==> src/rtl/line_stepper.sv <==
// rtl/line_stepper.sv - sequential Bresenham line rasteriser, one pixel per cycle with valid/ready output
// Walks from (x1,y1) to (x2,y2) over any octant; stalls under backpressure, supports abort.
module line_stepper #(
    parameter int COORD_W = 16
) (
    input  logic               clk,
    input  logic               n_rst,
    input  logic               start,
    input  logic [COORD_W-1:0] x1,
    input  logic [COORD_W-1:0] y1,
    input  logic [COORD_W-1:0] x2,
    input  logic [COORD_W-1:0] y2,
    input  logic               abort,
    output logic               busy,
    output logic               pix_valid,
    input  logic               pix_ready,
    output logic [COORD_W-1:0] x_o,
    output logic [COORD_W-1:0] y_o,
    output logic               last,
    output logic               done
);

    localparam int EW = COORD_W + 2;
    localparam int DW = COORD_W + 3;

    typedef enum logic {S_IDLE, S_EMIT} state_t;

    state_t               state_q, state_d;
    logic [COORD_W-1:0]   x_q, x_d, y_q, y_d, xe_q, xe_d, ye_q, ye_d;
    logic signed [EW-1:0] dx_q, dx_d, dy_q, dy_d, err_q, err_d;
    logic                 sx_neg_q, sx_neg_d, sy_neg_q, sy_neg_d;
    logic                 done_q, done_d;

    logic signed [EW-1:0] x_diff, y_diff, dx_init, dy_init;
    logic signed [DW-1:0] e2, dx_ext, dy_ext;
    logic                 step_x, step_y, at_end, handshake;

    // Zero-extend by two bits so the difference and its magnitude are both representable.
    assign x_diff  = $signed({2'b00, x2}) - $signed({2'b00, x1});
    assign y_diff  = $signed({2'b00, y2}) - $signed({2'b00, y1});
    assign dx_init = x_diff[EW-1] ? -x_diff : x_diff;
    assign dy_init = y_diff[EW-1] ? y_diff : -y_diff;

    assign e2     = {err_q, 1'b0};
    assign dx_ext = {dx_q[EW-1], dx_q};
    assign dy_ext = {dy_q[EW-1], dy_q};
    assign step_x = (e2 >= dy_ext);
    assign step_y = (e2 <= dx_ext);

    assign at_end    = (x_q == xe_q) && (y_q == ye_q);
    assign handshake = (state_q == S_EMIT) && pix_ready;

    always_ff @(posedge clk or negedge n_rst) begin
        if (!n_rst) begin
            state_q <= S_IDLE;
        end else begin
            state_q <= state_d;
        end
    end

    always_comb begin
        state_d = state_q;
        case (state_q)
            S_IDLE: if (start) state_d = S_EMIT;
            S_EMIT: begin
                if (abort)                     state_d = S_IDLE;
                else if (handshake && at_end)  state_d = S_IDLE;
            end
            default: state_d = S_IDLE;
        endcase
    end

    always_comb begin
        busy      = (state_q == S_EMIT);
        pix_valid = (state_q == S_EMIT);
        last      = (state_q == S_EMIT) && at_end;
        done      = done_q;
        x_o       = x_q;
        y_o       = y_q;
    end

    always_comb begin
        x_d      = x_q;
        y_d      = y_q;
        xe_d     = xe_q;
        ye_d     = ye_q;
        dx_d     = dx_q;
        dy_d     = dy_q;
        err_d    = err_q;
        sx_neg_d = sx_neg_q;
        sy_neg_d = sy_neg_q;
        done_d   = 1'b0;
        if (state_q == S_IDLE) begin
            if (start) begin
                x_d      = x1;
                y_d      = y1;
                xe_d     = x2;
                ye_d     = y2;
                dx_d     = dx_init;
                dy_d     = dy_init;
                err_d    = dx_init + dy_init;
                sx_neg_d = x_diff[EW-1];
                sy_neg_d = y_diff[EW-1];
            end
        end else if (!abort && handshake) begin
            if (at_end) begin
                done_d = 1'b1;
            end else begin
                // Both axis steps use the same e2, so their error updates simply accumulate.
                if (step_x) x_d = sx_neg_q ? x_q - 1'b1 : x_q + 1'b1;
                if (step_y) y_d = sy_neg_q ? y_q - 1'b1 : y_q + 1'b1;
                err_d = err_q + (step_x ? dy_q : '0) + (step_y ? dx_q : '0);
            end
        end
    end

    always_ff @(posedge clk or negedge n_rst) begin
        if (!n_rst) begin
            x_q      <= '0;
            y_q      <= '0;
            xe_q     <= '0;
            ye_q     <= '0;
            dx_q     <= '0;
            dy_q     <= '0;
            err_q    <= '0;
            sx_neg_q <= 1'b0;
            sy_neg_q <= 1'b0;
            done_q   <= 1'b0;
        end else begin
            x_q      <= x_d;
            y_q      <= y_d;
            xe_q     <= xe_d;
            ye_q     <= ye_d;
            dx_q     <= dx_d;
            dy_q     <= dy_d;
            err_q    <= err_d;
            sx_neg_q <= sx_neg_d;
            sy_neg_q <= sy_neg_d;
            done_q   <= done_d;
        end
    end

endmodule

==> config.mk <==
export PLATFORM = sky130hd
export DESIGN_NAME = line_stepper
export DESIGN_NICKNAME = d
export VERILOG_FILES = /design/src/rtl/line_stepper.sv
export SDC_FILE = /design/constraint.sdc
export NUM_CORES = 1
export LEC_CHECK = 0
export CORE_AREA = 2 2 145 147
export CTS_CLUSTER_DIAMETER = 30
export DETAILED_ROUTE_END_ITERATION = 12
export DIE_AREA = 0 0 147 149
export GPL_TIMING_DRIVEN = 0
export PLACE_DENSITY = 0.81
export SKIP_CTS_REPAIR_TIMING = 1
export SYNTH_ARGS = -nofsm -noshare
export SYNTH_HDL_FRONTEND = slang
export SYNTH_SLANG_ARGS = --single-unit
==> constraint.sdc <==
create_clock -name clk -period 6.8 [get_ports clk]
set_input_delay 1.02 -clock clk [delete_from_list [all_inputs] [get_ports clk]]
set_output_delay 1.02 -clock clk [all_outputs]
set_load 0.02 [all_outputs]
==> metrics.txt <==
status completed; Slowest cell on crit path clkdlybuf4s50_1; Die Wd 147 um; clock skew 10.1 ps; die footprint 0.0219 mm^2; Hold Path Class in -> async; FMAX 0.157 GHz; Site Rows 53; initial DRC count 1011; Clock Pin Slew Worst Setup and Hold Paths 60 ps; routability congestion estimate 0.956; DP HPWL 28100 um; CORE AREA 0.0206 mm^2; area of the multi-input gates 0.00838 mm^2; Clock Latency Late Sink 430 ps; Pre-antenna DRT Iters 6; Area Overhead vs Synth 17.1%; Placed Instance Area 0.0134 mm^2; # port buffers 104; register area 0.00305 mm^2; syn_area_per_cell 8.41 um^2; Critical Path AT 6710 ps; initial antenna violation count 0; final setup violation count 0; Pleak 6.34 nW; Startpoint Class primary input; # diodes 0; # Max-Cap Violations 0; Max IR drop VDD 297 uV; number of H-tree levels 4; Netlist cell types 79; sequential share of the synthesized area 25.5%; Mapped Cells 1424; clock period minus worst slack 6360 ps; Post-synth EDFFs 0; CTS tree yes; CTS max path bufs 2; Total GRT Usage 33.2%; slew margin rel. 23.4%; gr ovfl total 0; worst slew pin tran 1150 ps; die height 149 um; cts bufs inserted 17; initial core utilization 58.3%; nets@finish 1772; Pwr Density 525 mW/mm^2; total power 7.36 mW; post-route clock period utilization 93.6%; number of global-route vias before repair 10900; synthesized area 0.0120 mm^2; unrepaired setup endpoints after global routing no; Worst path most repeated cell a31oi_1; Yosys reg bits 122; I/O pin count 105; Worst Path Required 7150 ps; crit path buf inv count 2; vias per std cell 6.16; Post-synth top flop dfrtp_1; largest net degree at the start of global routing 99; Post-route DRC 0; total clock sinks 122; Async S/R FF share, synth 100%; synth warn 0; Post-Syn Nets 1647; Final Hold Fails 0; Fillers 1660; Routed Antenna Nets 0; Via Count 11300; layout cells sized above 1 6.59%; family with the most delay on the worst path compound AO/OA/AOI/OAI gates; Max Slew Vio Count 0; per-cell routed wire length 19.8 um; Critical Path End Type register; global-route wire length before repair 56500 um; critical-path cell list clkdlybuf4s50_1, ha_1, inv_1, fa_1, a21o_1, nand4_1, a31oi_1, or4_1, a31oi_1, o21a_1, o21ai_0, xor2_1, ha_1, a21oi_1, o211ai_1, a41oi_2, o211ai_1, nor2b_1, and4_1, a2111oi_2, o31ai_1, a31oi_1; critical path fanouts, max 7; critical path type in -> reg; DRT Wirelength 36400 um; final instance area 0.0140 mm^2; CTS root buf clkbuf_16; max incr delay on CP 520 ps
==> cells by family after synthesis <==
logic type / synth area share (%)
compound gates: 18.3
xor+xnor: 9.12
fa+ha+maj: 17.5
buf+inv: 4.72
flops: 25.5
mux: 5.10
simple gates: 19.7
==> registers in the layout (all words and copies together), names as in the netlist, 16 cells and up <==
name,cells
dx_q,18
dy_q,18
err_q,18
x_o,16
xe_q,16
y_o,16
ye_q,16
==> per-layer routing <==
metal | vias to the layer above | global-route usage (%) | wire, um
li1 | 5305 | - | -
met1 | 5370 | 42.2 | 14900
met2 | 533 | 54.6 | 16700
met3 | 104 | 6.51 | 3090
met4 | 0 | 16.1 | 1720
met5 | - | 0 | 0
==> cells in the mapped netlist, types with 30 or more instances <==
cell type | number | share of area (%)
a21oi_1 | 95 | 4.0
o21ai_0 | 71 | 3.0
xnor2_1 | 89 | 6.5
nor3_1 | 30 | 1.3
nand3_1 | 31 | 1.3
clkbuf_1 | 30 | 0.94
xor2_1 | 33 | 2.4
nor2_1 | 108 | 3.4
ha_1 | 131 | 14
dfrtp_1 | 122 | 25
mux2_2 | 36 | 3.4
inv_1 | 104 | 3.3
nand2_1 | 162 | 5.1
and2_1 | 38 | 2.0
==> worst paths after layout <==
path	depth (start not counted)	slack, ps	start	endpoint
hold / removal	1	450	n_rst	x_o[9]
max in group asynchronous	2	5570	n_rst	dx_q[2]
hold reg to reg	2	510	ye_q[7]	ye_q[7]
setup reg to reg	22	590	err_q[11]	err_q[17]
setup / recovery	22	440	x1[0]	err_q[17]
min in group clk	2	510	ye_q[7]	ye_q[7]
==> report_power, final <==
part	switching [mW]	total, mW	internal, mW
registers	0.382	1.39	1.01
logic	2.77	5.02	2.25
clock network	0.377	0.952	0.575
==> cells in the final DEF (no fill, tap or decap), drive strengths merged, types with 13 or more instances in the layout <==
master,Yosys,routed
and2,38,38
or3,18,18
mux2i,19,19
and3,13,13
mux2,37,37
a21oi,96,96
a21o,25,25
nor2b,14,14
nor2,108,108
xnor2,89,89
o21ai,74,74
a211oi,21,21
buf,12,15
a31oi,19,19
nor3,31,31
clkdlybuf4s50,0,103
clkbuf,30,47
nand2b,22,22
o21a,23,23
nand4,24,24
fa,23,23
nand3,31,31
ha,131,131
nand2,162,162
xor2,33,33
inv,104,105
dfrtp,122,122
==> stage by stage <==
| stage | cells | util (%) | setup slack, ps | hold slack, ps | TNS, ps |
|---|---|---|---|---|---|
| after CTS | 1837 | 68.2 | 182 | 446 | 0 |
| after global placement | 1803 | 65.0 | -210 | 478 | -21480 |
| after detailed placement | 1805 | 65.2 | -248 | 487 | -248 |
| after floorplan | 1424 | - | 1190 | 463 | 0 |
| final | 1837 | 68.2 | 436 | 452 | 0 |
| after global routing | 1837 | 68.2 | 142 | 460 | 0 |
==> cell type report <==
class	count	area share (%)
inverters	104	2.78
clock inverters	15	1.26
multi-input cells	1156	59.8
clock buffers	17	3.03
well taps	275	2.45
repair buffers	106	7.68
flip-flops and latches	122	21.8
plain buffers	42	1.25
No activity file was read; power rests on OpenSTA's default activity.
